[src/rtl/mem_access_ctrl.sv]
// Memory-stage access controller: passes non-memory ops through, sequences loads and stores
// onto a single req/ack bus, stalls the pipeline during the access and aligns/extends load data.
module mem_access_ctrl #(
  parameter int unsigned TIMEOUT = 64,
  parameter int unsigned CNT_W   = 7
) (
  input  logic        clk,
  input  logic        rst,
  input  logic [3:0]  op_i,
  input  logic [31:0] addr_i,
  input  logic [31:0] store_data_i,
  input  logic [31:0] wdata_i,
  input  logic [4:0]  wd_i,
  input  logic        wreg_i,
  output logic [31:0] wdata_o,
  output logic [4:0]  wd_o,
  output logic        wreg_o,
  output logic        stall_req_o,
  output logic        mem_err_o,
  output logic        bus_req_o,
  output logic        bus_we_o,
  output logic [31:0] bus_addr_o,
  output logic [3:0]  bus_sel_o,
  output logic [31:0] bus_wdata_o,
  input  logic [31:0] bus_rdata_i,
  input  logic        bus_ack_i
);

  localparam logic [3:0] OpLb  = 4'd1;
  localparam logic [3:0] OpLbu = 4'd2;
  localparam logic [3:0] OpLh  = 4'd3;
  localparam logic [3:0] OpLhu = 4'd4;
  localparam logic [3:0] OpLw  = 4'd5;
  localparam logic [3:0] OpSb  = 4'd6;
  localparam logic [3:0] OpSh  = 4'd7;
  localparam logic [3:0] OpSw  = 4'd8;

  localparam logic [CNT_W-1:0] CntLast = CNT_W'(TIMEOUT - 1);

  typedef enum logic [1:0] {StIdle, StBusy, StDone} state_e;

  state_e            r_state;
  logic [CNT_W-1:0]  r_cnt;
  logic [31:0]       r_rdata;
  logic              r_err;

  logic              w_is_load;
  logic              w_is_store;
  logic              w_is_mem;
  logic              w_misalign;
  logic [3:0]        w_sel;
  logic [31:0]       w_bus_wdata;
  logic [7:0]        w_byte;
  logic [15:0]       w_half;
  logic [31:0]       w_load_data;

  assign w_is_load  = (op_i >= OpLb) && (op_i <= OpLw);
  assign w_is_store = (op_i >= OpSb) && (op_i <= OpSw);
  assign w_is_mem   = w_is_load || w_is_store;
  assign w_misalign = (((op_i == OpLh) || (op_i == OpLhu) || (op_i == OpSh)) && addr_i[0]) ||
                      (((op_i == OpLw) || (op_i == OpSw)) && (addr_i[1:0] != 2'b00));

  // Big-endian lane select and store-data replication
  always_comb begin
    w_sel       = 4'b0000;
    w_bus_wdata = 32'h0;
    unique case (op_i)
      OpLb, OpLbu: w_sel = 4'b1000 >> addr_i[1:0];
      OpLh, OpLhu: w_sel = addr_i[1] ? 4'b0011 : 4'b1100;
      OpLw:        w_sel = 4'b1111;
      OpSb: begin
        w_sel       = 4'b1000 >> addr_i[1:0];
        w_bus_wdata = {4{store_data_i[7:0]}};
      end
      OpSh: begin
        w_sel       = addr_i[1] ? 4'b0011 : 4'b1100;
        w_bus_wdata = {2{store_data_i[15:0]}};
      end
      OpSw: begin
        w_sel       = 4'b1111;
        w_bus_wdata = store_data_i;
      end
      default: ;
    endcase
  end

  // Pick the addressed lane out of the latched read word and extend it
  always_comb begin
    unique case (addr_i[1:0])
      2'd0:    w_byte = r_rdata[31:24];
      2'd1:    w_byte = r_rdata[23:16];
      2'd2:    w_byte = r_rdata[15:8];
      default: w_byte = r_rdata[7:0];
    endcase
    w_half = addr_i[1] ? r_rdata[15:0] : r_rdata[31:16];
    unique case (op_i)
      OpLb:    w_load_data = {{24{w_byte[7]}}, w_byte};
      OpLbu:   w_load_data = {24'h0, w_byte};
      OpLh:    w_load_data = {{16{w_half[15]}}, w_half};
      OpLhu:   w_load_data = {16'h0, w_half};
      default: w_load_data = r_rdata;
    endcase
  end

  // Access sequencer: state, timeout counter, read latch and error flag
  always_ff @(posedge clk or posedge rst) begin
    if (rst) begin
      r_state <= StIdle;
      r_cnt   <= '0;
      r_rdata <= 32'h0;
      r_err   <= 1'b0;
    end else begin
      unique case (r_state)
        StIdle: begin
          if (w_is_mem && !w_misalign) begin
            r_state <= StBusy;
            r_cnt   <= '0;
            r_err   <= 1'b0;
          end
        end
        StBusy: begin
          // Ack takes priority over a timeout on the same edge
          if (bus_ack_i) begin
            r_rdata <= bus_rdata_i;
            r_err   <= 1'b0;
            r_state <= StDone;
          end else if (r_cnt == CntLast) begin
            r_err   <= 1'b1;
            r_state <= StDone;
          end else begin
            r_cnt <= r_cnt + 1'b1;
          end
        end
        StDone:  r_state <= StIdle;
        default: r_state <= StIdle;
      endcase
    end
  end

  // Output decode; reset forces everything low without waiting for a clock edge
  always_comb begin
    wdata_o     = 32'h0;
    wd_o        = 5'd0;
    wreg_o      = 1'b0;
    stall_req_o = 1'b0;
    mem_err_o   = 1'b0;
    bus_req_o   = 1'b0;
    bus_we_o    = 1'b0;
    bus_addr_o  = 32'h0;
    bus_sel_o   = 4'b0000;
    bus_wdata_o = 32'h0;
    if (!rst) begin
      unique case (r_state)
        StIdle: begin
          wdata_o = wdata_i;
          wd_o    = wd_i;
          if (w_is_mem) begin
            if (w_misalign) mem_err_o = 1'b1;
            else            stall_req_o = 1'b1;
          end else begin
            wreg_o = wreg_i;
          end
        end
        StBusy: begin
          wdata_o     = wdata_i;
          wd_o        = wd_i;
          stall_req_o = 1'b1;
          bus_req_o   = 1'b1;
          bus_we_o    = w_is_store;
          bus_addr_o  = {addr_i[31:2], 2'b00};
          bus_sel_o   = w_sel;
          bus_wdata_o = w_bus_wdata;
        end
        StDone: begin
          wd_o = wd_i;
          if (r_err) begin
            mem_err_o = 1'b1;
          end else begin
            wreg_o  = wreg_i;
            wdata_o = w_is_load ? w_load_data : wdata_i;
          end
        end
        default: ;
      endcase
    end
  end

endmodule

[config.mk]
export PLATFORM = sky130hd
export DESIGN_NAME = mem_access_ctrl
export DESIGN_NICKNAME = d
export VERILOG_FILES = /design/src/rtl/mem_access_ctrl.sv
export SDC_FILE = /design/constraint.sdc
export NUM_CORES = 1
export LEC_CHECK = 0
export ABC_AREA = 1
export CORE_AREA = 2 2 97 99
export DETAILED_ROUTE_END_ITERATION = 8
export DIE_AREA = 0 0 99 101
export DONT_BUFFER_PORTS = 1
export GPL_TIMING_DRIVEN = 1
export PLACE_DENSITY_LB_ADDON = 0.05
export SYNTH_ARGS = -nofsm -noshare
export SYNTH_HDL_FRONTEND = slang
export SYNTH_SLANG_ARGS = --single-unit
export TNS_END_PERCENT = 5
[constraint.sdc]
create_clock -name clk -period 5.5 [get_ports clk]
set_clock_uncertainty 0.05 [all_clocks]
set_input_delay 1.65 -clock clk [delete_from_list [all_inputs] [get_ports clk]]
set_output_delay 1.65 -clock clk [all_outputs]
set_load 0.02 [all_outputs]
### Word-level counts from Yosys, hierarchy flattened

Index checks and enable logic that the tools add are counted.

| storage, ports and cells | value |
|---|---|
| flip-flop bits (word level) | 42 |
| latch bits | 0 |
| RAM bits | 0 |
| memory bits (read-only) | 0 |
| input port bits | 141 |
| output and inout port bits | 110 |
| word-level logic and storage cells | 98 |
| memories | 0 |

| cells by class | value |
|---|---|
| add/subtract/negate cells | 1 |
| $mul | 0 |
| divide/modulo/power cells | 0 |
| magnitude comparators | 4 |
| equal/unequal tests | 17 |
| shift-type cells | 1 |
| mux-type cells | 47 |
| bitwise gates (word level) | 0 |
| reduce and logical (&&, ||, !) cells | 24 |

Operators by type and width:

| kind | number |
|---|---|
| $mux W32 | 7 |
| $pmux W32 S4 | 1 |
| $pmux W32 S3 | 1 |
| $pmux W32 S2 | 1 |
| $pmux W8 S3 | 1 |
| $mux W7 | 3 |
| $mux W1 | 17 |
| $eq A4 B3 Y1 const B | 4 |
| $mux W16 | 1 |
| $pmux W7 S2 | 1 |
| $mux W4 | 3 |
| $pmux W4 S3 | 1 |
| $mux W5 | 2 |
| $reduce_or A3 Y1 | 3 |
| $eq A4 B2 Y1 const B | 2 |
| $pmux W1 S2 | 4 |
| $add A7 B1 Y7 const B | 1 |
| $eq A7 B6 Y1 const B | 1 |
| $mux W2 | 3 |
| $ne A2 B2 Y1 const B | 3 |
| $logic_and A1 B1 Y1 | 5 |
| $logic_or A1 B1 Y1 | 5 |
| $eq A2 B1 Y1 const B | 2 |
| $eq A2 B2 Y1 const B | 2 |
| other kinds (16) | 20 |

### Depth between registers and ports, before layout

Gate-level depths: netlist of run 1.

| logic depth | value |
|---|---|
| depth after elaboration | 9 |
| gate-level depth with buffers | 12 |
| mapped depth without buffers | 11 |

### Worst setup path after synthesis of run 1

No wires, ideal clock.

| timing path | value |
|---|---|
| path kind | input to output |
| from | in rst |
| to | out wd_o[0] |
| arrival time | 3.579 ns |
| required time | 3.800 ns |
| setup slack | 0.221 ns |
| stages on the path | 4 |
| buffers on the path | 1 |
| path through | clkbuf_1 inv_1 o21ai_0 nor2_1 |

| on the way | value |
|---|---|
| cells in the longest elaborated chain, start to end | 1 |

RTL lines:

| what | line | text |
|---|---|---|
| from (decl) | 8 | `input logic rst,` |
| $mux W5 | 152 | `if (!rst) begin` |
| to (decl) | 16 | `output logic [4:0] wd_o,` |

No other way between the ends.

### Worst setup path in the final report of run 1

| timing path | value |
|---|---|
| from | in op_i[2] |
| to | out wdata_o[10] |

| on the way | value |
|---|---|
| cells in the longest elaborated chain, start to end | 6 |
| elaborated cells between the ends (all ways) | 12 |
| those cells by class | order compare: 2; eq/ne: 4; mux: 5; reduce/logical: 1 |

RTL lines:

| what | line | text |
|---|---|---|
| from (decl) | 9 | `input logic [3:0] op_i,` |
| $ge A4 B1 Y1 (tied with other cells) | 57 | `assign w_is_load = (op_i >= OpLb) && (op_i <= OpLw);` |
| $logic_and A1 B1 Y1 or $pmux W32 S4 (tied branches) | 57, 96 |  |
| $mux W32 (*) | 180 | `wdata_o = w_is_load ? w_load_data : wdata_i;` |
| $mux W32 (*) | 176 | `if (r_err) begin` |
| $pmux W32 S2 (*) | 153 | `unique case (r_state)` |
| $mux W32 (*) | 152 |  |
| to (decl) | 15 | `output logic [31:0] wdata_o,` |

Every way passes the cells marked *; elsewhere a longest branch is shown, timed or not.

==> key figures, run 1 <==
Run status
  • Status: finished, final reports clean

Worst hold path
  • Hold depth: 2
  • HP Class: flop to flop
  • Hold endpoint: r_err$_DFFE_PP0P_
  • Hold_sp: r_err$_DFFE_PP0P_

Route
  • DRT Pass-1 Iters: 5
  • Iter 0 DRT Violations: 288
  • Vias per inst: 5.361
  • WL final: 13,480 um
  • Post-DR wirelength/cell: 15.27 um
  • Remaining routing DRC violations: 0
  • Via count: 4,734
  • Antenna viol nets, final: 0

STA
  • Tcrit/Tclk final: 0.8949
  • Setup TNS: 0 ps
  • Achievable frequency: 203.2 MHz
  • Worst-margin pin slew: 909.8 ps
  • Relative slew slack: 0.3913
  • Endpoints failing hold: 0
  • RSZ-0062 raised after global routing: no
  • Final setup viols: 0
  • Max-slew violation count: 0
  • Fin crit period: 4922 ps

CTS
  • Level count of the clock H-tree: 2
  • Clock sink count: 42
  • Clock Pin Slew Worst Setup and Hold Paths: 80 ps
  • Hold-fix buffers, CTS: 0
  • Maximum clock insertion buffer count: 2
  • Root Driver: clkbuf_8
  • CTS tree: yes
  • Post-cts resize count: 0
  • Num CTS Buffers: 5
  • Setup Fix Bufs, Post-CTS: 0
  • Clk_lat worst skew: 280 ps

Setup path
  • Startpoint Class: input pin
  • CP Data Arrival Time: 3220 ps
  • Crit path kind: input pin to output port
  • R2R Setup Slk: 2650 ps
  • Reg2Reg Depth: 5
  • R2R Path End: r_rdata[8]$_DFFE_PP0P_
  • Critical path fanouts, max: 22
  • Worst EP required: 3800 ps
  • Reg2reg start: r_state[1]$_DFFE_PP0P_
  • Worst Setup End Kind: output port

Pwr
  • Pwr dens: 371.6 mW/mm2
  • Worst VDD drop: 0.3404 mV
  • Leakage: 2.623 nW

Die
  • Row cnt: 35
  • Core area: 0.008977 mm2
  • Initial Util: 0.4920
  • Die ar.: 0.009999 mm2
  • Die X: 99 um
  • Die Ht: 101 um
  • I/O Pins: 251

Layout
  • Util after Layout: 0.5158
  • Final nets: 913
  • Layout cells sized above 1: 0.09585
  • Layout area overhead: 4.844%
  • N_diodes: 0

Synth
  • Top post-synthesis cells by area: dfrtp_1, nand2_1, nor2_1
  • Area leader, netlist: dfrtp_1
  • Syn Area/Cell: 5.634 um2
  • Post-Syn Area: 0.004417 mm2
  • Synthesis Warnings: 0
  • Sequential cell area fraction in the yosys report: 0.2380
  • Cells after Synth: 784
  • Distinct cells, synth: 33
  • Yosys reg bits: 42
  • Synth top area share: 0.2380

Global routing
  • Largest net degree at the start of global routing: 64
  • First-pass GRT wire length: 21,200 um
  • Initial antenna violation count: 0
  • Vias in the first global route: 4,087
  • All-layer global routing usage: 0.2598
  • Congestion Overflow GR: 0

Flow run
  • Max cap viols: 0

Place
  • Dpl hpwl: 10,830 um
  • PortBufs: 0
  • Routability Congestion: 0.8710
==> kinds of logic (layout without fill, tap and decap cells) <==
kind of cell / Yosys count / count (layout) / synth area share
adders and majority gates: 1 / 1 / 0.002832
xor gates and xnor gates: 3 / 3 / 0.005950
muxes: 11 / 11 / 0.02805
and+or+nand+nor: 444 / 444 / 0.4289
DFF: 42 / 42 / 0.2380
AOI/OAI and AO/OA: 127 / 127 / 0.1518
buffers and inverters: 155 / 142 / 0.1436
other: 1 / 2 / 0.0008490
==> flip-flops by register name, summed over array words and instances (netlist names) <==
signal and flops:
r_cnt 7, r_err 1, r_rdata 32, r_state 2
==> where the power goes <==
group / switching (mW) / internal, mW
Sequential: 0.102 / 0.438
Clock: 0.0953 / 0.136
Combinational: 0.666 / 0.284
==> cells in the mapped netlist <==
master / instances
nand2_4: 2
nor2_4: 4
nand3_4: 1
dfrtp_1: 42
o211ai_1: 8
o21ai_1: 2
inv_1: 108
clkbuf_1: 16
buf_4: 5
a21oi_1: 41
o21bai_1: 1
buf_1: 4
nand2_2: 8
nor2_2: 1
o21ai_0: 66
buf_6: 2
ha_1: 1
nand2_1: 245
nand3_1: 43
xor2_1: 3
nor3_1: 2
nand4_1: 13
buf_2: 15
nor2_1: 111
or2_2: 11
clkinv_1: 1
nand3_2: 2
nand4_4: 1
inv_2: 4
o22ai_1: 8
conb_1: 1
mux2_2: 11
o31ai_1: 1
==> placed cells by master, fill, tap and decap left out, drive strengths merged <==
cell type	instances
o21bai	1
clkinv	1
nor3	2
dfrtp	42
conb	2
xor2	3
o211ai	8
inv	112
o21ai	68
nand3	46
o31ai	1
o22ai	8
nor2	116
nand2	255
nand4	14
clkbuf	7
buf	21
bufinv	1
or2	11
mux2	11
ha	1
a21oi	41
==> routing by layer <==
metal / vias to the layer above / track usage / wire (um) / share of wire
li1: 2416 / - / - / -
met4: 0 / 0.04847 / 128 / 0.0095
met5: - / 0 / 0 / 0
met3: 10 / 0.06172 / 1355 / 0.10
met2: 218 / 0.3831 / 5698 / 0.42
met1: 2090 / 0.3891 / 6298 / 0.47
==> how the worst max path moves through the flow <==
stage,end,cells past startpoint,from
after floorplan,wd_o[0],4,rst
after global placement,wdata_o[7],9,op_i[2]
after detailed placement,wdata_o[7],9,op_i[2]
after CTS,wdata_o[7],9,op_i[2]
after global routing,wdata_o[7],9,op_i[2]
final,wdata_o[10],9,op_i[2]
==> worst max-delay path, cell delays in order <==
cell,delay (ps)
inv_1,20
nor2_2,410
nand2_4,120
nand2_4,160
inv_1,300
nand2_1,180
nand4_1,120
nand3_1,100
nand2_1,150
==> area by class of cell <==
| type | count | area [um2] |
|---|---|---|
| multi-input cells | 588 | 2740 |
| repair buffers | 21 | 170.2 |
| clock buffers | 7 | 76.32 |
| fillers | 969 | 4347 |
| clock inverters | 1 | 30.03 |
| flip-flops and latches | 42 | 1051 |
| inverters | 113 | 424.2 |
| well taps | 111 | 138.9 |
==> stage by stage <==
step / cells / worst slack (ps) / instance area, um2 / hold WS [ps] / total power, mW
floorplan: 785 / 221.2 / 4420 / 412.0 / 1.270
global route: 883 / 350.0 / 4631 / 494.2 / 1.874
finish: 883 / 578.1 / 4631 / 452.1 / 1.721
detailed placement: 875 / 607.4 / 4524 / 438.6 / 1.490
global placement: 875 / 636.7 / 4524 / 431.0 / 1.474
CTS: 883 / 614.1 / 4631 / 456.9 / 1.726
Note: power is estimated with default switching activity, not from simulation.
==> run 2, diff against run 1 <==
Settings changed: CAP_MARGIN set to 20.
==> results of run 2 <==
Same layout as run 1: the final DEF is identical, and so are final timing and power.
